<file path="src/rtl/scan_frame_ctrl_if.sv">
// LLR stream and decoded-word handshake between the source/sink and the frame sequencer.
// The slave side is the sequencer; master is the environment feeding LLRs and taking words.
interface scan_frame_ctrl_if #(
  parameter int Q = 6
);
  logic [Q-1:0] llr_in;
  logic         llr_valid;
  logic         llr_ready;
  logic         out_valid;
  logic         out_ready;

  modport master (
    output llr_in,
    output llr_valid,
    output out_ready,
    input  llr_ready,
    input  out_valid
  );

  modport slave (
    input  llr_in,
    input  llr_valid,
    input  out_ready,
    output llr_ready,
    output out_valid
  );
endinterface

</file>
<file path="src/rtl/scan_frame_ctrl.sv">
// Frame sequencer for the SCAN polar decoder core: clears the core, streams N LLRs in,
// settles, runs the decode window, then holds the decoded word until it is taken.
//
// state    | meaning
// ---------+-----------------------------------------------------------
// S_IDLE   | waiting for start, core frozen
// S_CLEAR  | one-cycle synchronous reset of the core
// S_LOAD   | accepting LLRs; core enabled only the cycle after a transfer
// S_SETTLE | channel-buffer flush / program-counter preroll
// S_DECODE | core running with channel=1 for DEC_CYC cycles
// S_OUT    | decoded word held (core frozen) until out_ready
module scan_frame_ctrl #(
  parameter int N          = 1024,
  parameter int Q          = 6,
  parameter int SETTLE_CYC = 2,
  parameter int DEC_CYC    = 4096
) (
  input  logic                  clk,
  input  logic                  rst,
  input  logic                  start,
  scan_frame_ctrl_if.slave      bus,
  output logic [Q-1:0]          dec_llr,
  output logic                  dec_channel,
  output logic                  dec_en,
  output logic                  dec_rst,
  output logic                  busy,
  output logic [15:0]           frame_cnt,
  output logic                  drop_err
);

  localparam int LCW    = (N > 1) ? $clog2(N) : 1;
  localparam int PH_MAX = (DEC_CYC > SETTLE_CYC) ? DEC_CYC : SETTLE_CYC;
  localparam int PCW    = (PH_MAX > 1) ? $clog2(PH_MAX) : 1;

  localparam logic [LCW-1:0] LOAD_LAST   = LCW'(N - 1);
  localparam logic [PCW-1:0] SETTLE_LAST = PCW'(SETTLE_CYC - 1);
  localparam logic [PCW-1:0] DEC_LAST    = PCW'(DEC_CYC - 1);

  typedef enum logic [2:0] {
    S_IDLE,
    S_CLEAR,
    S_LOAD,
    S_SETTLE,
    S_DECODE,
    S_OUT
  } state_t;

  state_t         state, state_nx;
  logic [LCW-1:0] load_cnt, load_cnt_nx;
  logic [PCW-1:0] phase_cnt, phase_cnt_nx;
  logic           xfer;
  logic           frame_done;
  logic           dec_en_nx, dec_channel_nx, dec_rst_nx, out_valid_nx, drop_err_nx;
  logic [15:0]    frame_q;

  assign bus.llr_ready = (state == S_LOAD);
  assign busy          = (state != S_IDLE);
  assign xfer          = (state == S_LOAD) && bus.llr_valid;
  assign frame_done    = (state == S_OUT) && bus.out_ready;
  assign frame_cnt     = frame_q;

  always_ff @(posedge clk or negedge rst) begin
    if (!rst) begin
      state     <= S_IDLE;
      load_cnt  <= '0;
      phase_cnt <= '0;
    end else begin
      state     <= state_nx;
      load_cnt  <= load_cnt_nx;
      phase_cnt <= phase_cnt_nx;
    end
  end

  always_comb begin
    state_nx     = state;
    load_cnt_nx  = load_cnt;
    phase_cnt_nx = phase_cnt;
    case (state)
      S_IDLE: begin
        if (start) state_nx = S_CLEAR;
      end
      S_CLEAR: begin
        state_nx     = S_LOAD;
        load_cnt_nx  = '0;
        phase_cnt_nx = '0;
      end
      S_LOAD: begin
        if (xfer) begin
          if (load_cnt == LOAD_LAST) begin
            state_nx    = S_SETTLE;
            load_cnt_nx = '0;
          end else begin
            load_cnt_nx = load_cnt + 1'b1;
          end
        end
      end
      S_SETTLE: begin
        if (phase_cnt == SETTLE_LAST) begin
          state_nx     = S_DECODE;
          phase_cnt_nx = '0;
        end else begin
          phase_cnt_nx = phase_cnt + 1'b1;
        end
      end
      S_DECODE: begin
        if (phase_cnt == DEC_LAST) begin
          state_nx     = S_OUT;
          phase_cnt_nx = '0;
        end else begin
          phase_cnt_nx = phase_cnt + 1'b1;
        end
      end
      S_OUT: begin
        if (bus.out_ready) state_nx = S_IDLE;
      end
      default: state_nx = S_IDLE;
    endcase

    // Registered outputs describe the cycle being entered, so they decode state_nx.
    dec_en_nx      = (state_nx == S_CLEAR) || (state_nx == S_SETTLE) ||
                     (state_nx == S_DECODE) || xfer;
    dec_channel_nx = (state_nx == S_DECODE) || (state_nx == S_OUT);
    dec_rst_nx     = (state_nx == S_CLEAR);
    out_valid_nx   = (state_nx == S_OUT);

    if ((state == S_CLEAR) || (state_nx == S_CLEAR))
      drop_err_nx = 1'b0;
    else if ((state != S_IDLE) && bus.llr_valid && !bus.llr_ready)
      drop_err_nx = 1'b1;
    else
      drop_err_nx = drop_err;
  end

  always_ff @(posedge clk or negedge rst) begin
    if (!rst) begin
      dec_en        <= 1'b0;
      dec_channel   <= 1'b0;
      dec_rst       <= 1'b1;
      bus.out_valid <= 1'b0;
      drop_err      <= 1'b0;
      dec_llr       <= '0;
    end else begin
      dec_en        <= dec_en_nx;
      dec_channel   <= dec_channel_nx;
      dec_rst       <= dec_rst_nx;
      bus.out_valid <= out_valid_nx;
      drop_err      <= drop_err_nx;
      if (xfer) dec_llr <= bus.llr_in;
    end
  end

  always_ff @(posedge clk or negedge rst) begin
    if (!rst)            frame_q <= '0;
    else if (frame_done) frame_q <= frame_q + 16'd1;
  end

endmodule

</file>
<file path="src/flat_wrapper.sv">
// flat-port wrapper written by rule: the top's interface ports become plain ports
module scan_frame_ctrl_flat 
#(
  parameter int N          = 1024,
  parameter int Q          = 6,
  parameter int SETTLE_CYC = 2,
  parameter int DEC_CYC    = 4096
)
  (clk, rst, start, dec_llr, dec_channel, dec_en, dec_rst, busy, frame_cnt, drop_err, bus_llr_in, bus_llr_valid, bus_out_ready, bus_llr_ready, bus_out_valid);
  scan_frame_ctrl_if #(.Q(Q)) bus_i ();
  input  logic clk;
  input  logic rst;
  input  logic start;
  output logic [Q-1:0] dec_llr;
  output logic dec_channel;
  output logic dec_en;
  output logic dec_rst;
  output logic busy;
  output logic [15:0] frame_cnt;
  output logic drop_err;
  input wire logic [$bits(bus_i.llr_in)-1:0] bus_llr_in;
  input wire logic [$bits(bus_i.llr_valid)-1:0] bus_llr_valid;
  input wire logic [$bits(bus_i.out_ready)-1:0] bus_out_ready;
  output wire logic [$bits(bus_i.llr_ready)-1:0] bus_llr_ready;
  output wire logic [$bits(bus_i.out_valid)-1:0] bus_out_valid;
  assign bus_i.llr_in = bus_llr_in;
  assign bus_i.llr_valid = bus_llr_valid;
  assign bus_i.out_ready = bus_out_ready;
  assign bus_llr_ready = bus_i.llr_ready;
  assign bus_out_valid = bus_i.out_valid;
  scan_frame_ctrl #(.N(N), .Q(Q), .SETTLE_CYC(SETTLE_CYC), .DEC_CYC(DEC_CYC)) u_core (.clk(clk), .rst(rst), .start(start), .bus(bus_i), .dec_llr(dec_llr), .dec_channel(dec_channel), .dec_en(dec_en), .dec_rst(dec_rst), .busy(busy), .frame_cnt(frame_cnt), .drop_err(drop_err));
endmodule
</file>
<file path="config.mk">
export PLATFORM = sky130hd
export DESIGN_NAME = scan_frame_ctrl_flat
export DESIGN_NICKNAME = d
export VERILOG_FILES = /design/src/rtl/scan_frame_ctrl_if.sv /design/src/rtl/scan_frame_ctrl.sv /design/src/flat_wrapper.sv
export SDC_FILE = /design/constraint.sdc
export NUM_CORES = 1
export LEC_CHECK = 0
export ABC_CLOCK_PERIOD_IN_PS = 2500
export CORE_ASPECT_RATIO = 0.6
export CORE_MARGIN = 8
export CORE_UTILIZATION = 40
export CTS_CLUSTER_SIZE = 30
export DETAILED_ROUTE_END_ITERATION = 8
export GPL_TIMING_DRIVEN = 1
export PLACE_DENSITY = 0.65
export REMOVE_ABC_BUFFERS = 1
export SLEW_MARGIN = 5
export SYNTH_ARGS = -nofsm -noshare
export SYNTH_HDL_FRONTEND = slang
export SYNTH_SLANG_ARGS = --single-unit
</file>
<file path="constraint.sdc">
create_clock -name clk -period 2.5 [get_ports clk]
set_input_delay 0.5 -clock clk [delete_from_list [all_inputs] [get_ports clk]]
set_output_delay 0.5 -clock clk [all_outputs]
set_load 0.02 [all_outputs]
</file>
==> results of run 1 <==
==> layout make-up <==
cell class / instances / share of cell area [%]
Clock buffer: 5 / 2.10
Clock inverter: 3 / 0.765
Inverter: 12 / 1.38
Multi-Input combinational cell: 204 / 38.9
Sequential cell: 52 / 39.8
Tap cell: 87 / 3.33
Timing Repair Buffer: 46 / 13.8
==> registers in the layout, summed over array words and instances (netlist names) <==
signal and flops:
u_core.dec_en 1, u_core.frame_cnt 16, u_core.bus.out_valid 1, u_core.dec_channel 1, u_core.dec_llr 6, u_core.drop_err 1, u_core.dec_rst 1, u_core.phase_cnt 12
u_core.load_cnt 10, u_core.state 3
==> worst register-to-register path: stages (launching register included) <==
cell and delay [ns]:
dfrtp_1 0.59, nor3b_4 0.29, buf_4 0.18, or4b_1 0.45
or3_1 0.32, o211ai_1 0.09
==> worst paths after layout <==
kind                                                    end  slack [ns]  cells after the start
max                                                    busy        0.09                      2
min                         u_core.phase_cnt[1]$_DFFE_PN0P_        0.16                      2
max reg2reg                  u_core.load_cnt[9]$_DFFE_PN0P_        0.51                      5
min reg2reg                u_core.frame_cnt[15]$_DFFE_PN0P_        0.48                      1
max in group asynchronous          u_core.dec_rst$_DFF_PN1_        2.02                      2
min in group clk           u_core.frame_cnt[15]$_DFFE_PN0P_        0.48                      1
==> synth_stat cells (all sizes together), types with 2 or more instances <==
library cell	number	area, sq um
a211oi	3	22.5
a21oi	6	30.0
a22oi	3	22.5
a31oi	2	27.5
and2	6	37.5
and4	5	43.8
buf	6	36.3
clkbuf	4	15.0
dfrtp	51	1280
ha	4	50.1
inv	12	45.0
nand2	40	150
nand2b	3	18.8
nand3	14	70.1
nand3b	4	30.0
nand4	7	43.8
nor2	25	93.8
nor2b	4	25.0
nor3	5	25.0
nor3b	2	26.3
nor4	3	18.8
o211ai	2	15.0
o21ai	8	40.0
o22a	2	17.5
o22ai	8	50.1
o31ai	4	30.0
or3	3	18.8
or3b	2	17.5
or4	3	22.5
xnor2	13	114
xor2	8	70.1
==> through the flow <==
stage	utilization (%)	worst slack, ns
after floorplan	-	0.646
final	49.9	0.0949
after CTS	49.9	0.0753
after detailed placement	48.5	0.290
after global placement	48.5	0.286
after global routing	49.9	0.000598
==> metal layers <==
layer / wire length, microns / GRT usage [%]
met1: 3240 / 20.1
met2: 2460 / 18.0
met3: 318 / 4.46
met4: 47 / 3.67
met5: 0 / 0
==> power breakdown <==
part           internal (mW)  switching, mW  total [mW]
Clock                  0.205          0.301       0.506
Sequential              1.00          0.182        1.18
Combinational          0.522          0.608        1.13
Total                   1.73           1.09        2.82
==> cell families after synthesis <==
logic type / after synthesis / synth area share [%]
AO/OA/AOI/OAI: 47 / 12.5
AND/OR/NAND/NOR: 130 / 25.6
adder cells (fa/ha/maj): 4 / 1.87
multiplexers: 2 / 0.796
buffers and inverters: 22 / 3.61
XOR/XNOR: 21 / 6.89
flip-flops: 52 / 48.8
==> metrics.md, run 1 <==
| Metric | Value |
|---|---|
| FF/Latch Area | `~0.0013 sq mm` |
| Area growth from synthesis to layout | `22.5%` |
| DR vias | `2124` |
| Power per cell area | `862 mW/mm^2` |
| WP data arrival | `1.91 ns` |
| Synth Area per Inst | `about 9.6 sq um` |
| Crit Path Class | `flop to output pin` |
| Final slew viol count | `0` |
| Max incr delay on CP | `0.57 ns` |
| Fmax | `0.416 GHz` |
| Hold Crit Class | `input pin to asynchronous set/reset pin` |
| Synthesis Warnings | `0` |
| Setup crit start | `u_core.state[0]$_DFF_PN0_` |
| Netlist area before placement | `about 0.0027 sq mm` |
| FP Rows | `23` |
| Hold Slack | `0.158 ns` |
| Asr flop ratio synth | `100%` |
| Die Height | `79.3 microns` |
| Grt total ovfl | `0` |
| Drt total wl | `~6100 microns` |
| Max clock buf depth | `2` |
| FILL cells | `between 600 and 700` |
| DIE AREA | `0.00963 sq mm` |
| Ys flop type | `dfrtp_1` |
| Clock Sinks | `52` |
| Inserted Diodes | `0` |
| Fin nets | `~340` |
| Number of remaining DRC errors | `0` |
| Share of layout cells above drive strength 1 | `7.14%` |
| Root Buffer | `clkbuf_8` |
| Core Region | `0.00656 sq mm` |
| Final ANT Viol Nets | `0` |
| Outcome | `finished clean` |
| Clock Skew | `0.0116 ns` |
| Total track usage | `a little over an eighth` |
| Commonest non-fill, non-tap cell in the layout | `dfrtp_1` |
| Register bit total from synthesis | `52` |
| Initial Utilization | `40.7%` |
| Clock transition at path regs | `~0.1 ns` |
| Worst-Margin Slew | `0.584 ns` |
| H-Tree Depth | `2` |
| First-pass GRT wire length | `10400 microns` |
| Routed length per instance | `14.8 microns` |
| Number of hold buffers added after cts | `0` |
| Setup TNS | `0 ns` |
| Lkg Pwr | `1.42 nW` |
| Seq/Total Area, Yosys | `roughly half` |
| Via density | `5.19` |
| Post-synth EDFFs | `0` |
| Peak supply drop | `0.498 mV` |
| Post-route design area | `~0.0033 sq mm` |
| Total Power | `2.82 mW` |
| RSZ-0062 raised after global routing | `no` |
| Post_cts resized | `0` |
| CP Launch Type | `flop` |
| Slowest cell on crit path | `dfrtp_1` |
| Worst path cell trace | `or3_1 -> clkdlybuf4s50_1` |
| Largest net degree at the start of global routing | `53` |
| Initial antenna violation count | `0` |
| Critical R2R Launch | `u_core.state[1]$_DFF_PN0_` |
| Clock Latency Late Sink | `0.31 ns` |
| Worst-path fanout max | `17` |
| CP Capture Type | `output pin` |
| Cell count after placement | `401` |
| Cell Area, Placed | `0.00318 sq mm` |
| Final min period | `2.41 ns` |
| Pre-antenna DRT Iters | `4` |
| Top Family by Delay on Critical Path | `flip-flops` |
| Ports | `40` |
| TritonCTS clock tree | `built` |
| Setup Viol. Count Final | `0` |
| Slew Limit Headroom | `60.0%` |
| Synth cell types | `51` |
| Area of the multi-input gates | `0.00127 sq mm` |
| Port Buffers | `39` |
| Vias in the first global route | `1999` |
| Post-CTS setup buffer count | `0` |
| Mapped Cells | `approximately 280` |
| Max-cap violations | `0` |
| Most frequent cells in the layout | `dfrtp_1 (51), nand2_1 (40), clkdlybuf4s50_1 (38)` |
| Buffers & Inverters on Critical Path | `1` |
| GP Congestion | `0.804` |
| Final Cycle Share | `96.2%` |
| Hold violation count in the final report | `0` |
| Iteration-0 DRC Markers | `214` |
| DP HPWL | `about 4400 microns` |
| Worst path required time | `2.00 ns` |
| Final std cells w/o fill | `409` |
| Horiz. Die Dim | `122 microns` |
| TritonCTS buffer count | `5` |
Power figures use the tool's default switching activity.
==> run 2, diff against run 1 <==
RECOVER_POWER = 50   (was default)
==> run 2 against run 1 <==
Compared with the run above: non-clock buffer count is the same; clock power is essentially flat; highest routed layer unchanged; sequential cell count is the same; first-iteration DRC count grew 7.5%; sequential power is essentially flat; sequential share of layout area grew 0.32 points; global-route usage is the same; combinational power is essentially flat; critical path depth is the same; fmax is essentially flat; register-to-register slack lost 0.16 ns.
==> metrics.md, run 2 (synthesized netlist as in run 1, its figures left out) <==
| Metric | Value |
|---|---|
| Register share of total power | `42.4% (was 42.0%)` |
| Post_cts resized | `0 (unchanged)` |
| FILL cells | `634 (was 630)` |
| Clock transition at path regs | `0.10 ns (about the same)` |
| TritonCTS clock tree | `built (unchanged)` |
| Crit Path Class | `flop to output pin (unchanged)` |
| Routed length per instance | `14.8 microns (unchanged)` |
| Max-cap violations | `0 (unchanged)` |
| WHS Path Cells | `1` |
| Slew Limit Headroom | `13.4% (was 60.0%)` |
| Commonest non-fill, non-tap cell in the layout | `dfrtp_1 (unchanged)` |
| Port Buffers | `39 (unchanged)` |
| DIE AREA | `0.00963 sq mm (unchanged)` |
| Outcome | `finished clean (unchanged)` |
| Number of hold buffers added after cts | `0 (unchanged)` |
| Peak supply drop | `0.496 mV (was 0.498 mV)` |
| Initial antenna violation count | `0 (unchanged)` |
| Vias in the first global route | `1999 (unchanged)` |
| Reg2Reg Depth | `5 (unchanged)` |
| Total track usage | `13.5% (unchanged)` |
| First-pass GRT wire length | `10400 microns (unchanged)` |
| CP Launch Type | `flop (unchanged)` |
| Worst-Margin Slew | `1.30 ns (was 0.584 ns)` |
| Hold violation count in the final report | `0 (unchanged)` |
| Horiz. Die Dim | `122 microns (unchanged)` |
| Ports | `40 (unchanged)` |
| WP data arrival | `1.90 ns (was 1.91 ns)` |
| Final ANT Viol Nets | `0 (unchanged)` |
| Setup Viol. Count Final | `0 (unchanged)` |
| Grt total ovfl | `0 (unchanged)` |
| Clock Skew | `0.0116 ns (unchanged)` |
| Max clock buf depth | `2 (unchanged)` |
| Cell Area, Placed | `0.00318 sq mm (unchanged)` |
| Max reg flops | `16 (unchanged)` |
| FP Rows | `23 (unchanged)` |
| H-Tree Depth | `2 (unchanged)` |
| Die Height | `79.3 microns (unchanged)` |
| Logic pwr share | `39.6% (was 40.1%)` |
| TritonCTS buffer count | `5 (unchanged)` |
| Final min period | `2.40 ns (was 2.41 ns)` |
| Slowest cell on crit path | `dfrtp_1 (unchanged)` |
| DR WL met3 | `396 microns (was 318 microns)` |
| Fin nets | `336 (unchanged)` |
| Most frequent cells in the layout | `dfrtp_1 (51), nand2_1 (40), clkdlybuf4s50_1 (38) (unchanged)` |
| Clock Sinks | `52 (unchanged)` |
| Drt total wl | `6070 microns (unchanged)` |
| Via density | `5.20 (was 5.19)` |
| Iteration-0 DRC Markers | `230 (was 214)` |
| Met1 wire length | `3180 microns (was 3240 microns)` |
| Area of the multi-input gates | `0.00127 sq mm (unchanged)` |
| Pre-antenna DRT Iters | `4 (unchanged)` |
| Core Region | `0.00656 sq mm (unchanged)` |
| Met2 Routed Length | `2440 microns (was 2460 microns)` |
| Number of remaining DRC errors | `0 (unchanged)` |
| Lkg Pwr | `1.40 nW (was 1.42 nW)` |
| Inserted Diodes | `0 (unchanged)` |
| Worst path cell trace | `or3_1 -> clkdlybuf4s50_1 (unchanged)` |
| Max incr delay on CP | `0.57 ns (about the same)` |
| FF/Latch Area | `0.00130 sq mm (unchanged)` |
| Post-route design area | `0.00325 sq mm (was 0.00327 sq mm)` |
| Worst-path fanout max | `17 (unchanged)` |
| Share of layout cells above drive strength 1 | `6.21% (was 7.14%)` |
| Post-CTS setup buffer count | `0 (unchanged)` |
| Setup TNS | `0 ns (unchanged)` |
| CP Capture Type | `output pin (unchanged)` |
| NetSw | `1.09 mW (about the same)` |
| Pint | `1.71 mW (was 1.73 mW)` |
| Power per cell area | `862 mW/mm^2 (about the same)` |
| Max layer used | `met4 (unchanged)` |
| Final Cycle Share | `96.2% (about the same)` |
| Net Sw Frac | `39.0% (was 38.7%)` |
| GP Congestion | `0.804 (unchanged)` |
| Fmax | `0.416 GHz (about the same)` |
| Clk network pwr share | `18.1% (was 17.9%)` |
| DP HPWL | `4390 microns (unchanged)` |
| DR vias | `2127 (was 2124)` |
| RSZ-0062 raised after global routing | `no (unchanged)` |
| Hold Crit Class | `flop to flop (was input pin to asynchronous set/reset pin)` |
| Final slew viol count | `0 (unchanged)` |
| Largest net degree at the start of global routing | `53 (unchanged)` |
| Worst path required time | `2.00 ns (about the same)` |
| Area growth from synthesis to layout | `21.5% (was 22.5%)` |
| Clock Latency Late Sink | `0.31 ns (about the same)` |
| Root Buffer | `clkbuf_8 (unchanged)` |
| Initial Utilization | `40.7% (unchanged)` |
[run 2: cell count changes in the layout (fill, tap and decap cells not counted)]
cell      before  now
buf_4          6    3
clkbuf_1       0    3
and2_0         0    1
and2_1         6    5
buf_12         1    0
clkbuf_2       0    1
[run 2: final timing paths]
check / startpoint / slack, ns / to
worst min register to register: u_core.frame_cnt[15]$_DFFE_PN0P_ / 0.48 / u_core.frame_cnt[15]$_DFFE_PN0P_
min in group asynchronous: rst / 0.54 / u_core.phase_cnt[1]$_DFFE_PN0P_
worst min-delay path: u_core.frame_cnt[15]$_DFFE_PN0P_ / 0.48 / u_core.frame_cnt[15]$_DFFE_PN0P_
worst max-delay path: u_core.state[0]$_DFF_PN0_ / 0.1 / busy
worst max register to register: u_core.state[2]$_DFF_PN0_ / 0.35 / u_core.frame_cnt[15]$_DFFE_PN0P_
max in group asynchronous: rst / 1.16 / u_core.load_cnt[9]$_DFFE_PN0P_
[run 2: power by group through the flow]
stage               sequential [mW]  clock (mW)  combinational (mW)
detailed placement             1.20           0                1.13
finish                         1.18       0.506                1.11
global placement               1.20           0                1.13
CTS                            1.18       0.526                1.14
floorplan                      1.28           0               0.547
global route                   1.22       0.575                1.22
[run 2: stage by stage]
step	power (mW)	worst slack [ns]	utilization, %	hold slack, ns	std cells
6_report	2.80	0.0956	49.5	0.483	409
5_1_grt	3.01	0.000598	49.5	0.501	409
4_1_cts	2.85	0.0753	49.9	0.166	409
3_5_place_dp	2.33	0.290	48.5	0.465	401
3_3_place_gp	2.32	0.286	48.5	0.458	401
2_1_floorplan	1.82	0.646	-	0.204	268
[run 2: routing by layer]
layer	track usage, %	vias up
met5	0	-
met4	3.67	0
met3	4.46	2
met2	18.0	57
met1	20.1	995
li1	-	1073
[run 2: critical path, delay by kind of cell, from the launching register on]
family,cells,cell delay (ns)
flops,1,0.57
simple gates,1,0.46
buf+inv,1,0.57
[run 2: cell type report]
type	instances	area share (%)
flip-flops and latches	52	40.1
well taps	87	3.35
repair buffers	46	13.1
multi-input cells	204	39.2
clock buffers	5	2.12
inverters	12	1.39
clock inverters	3	0.771
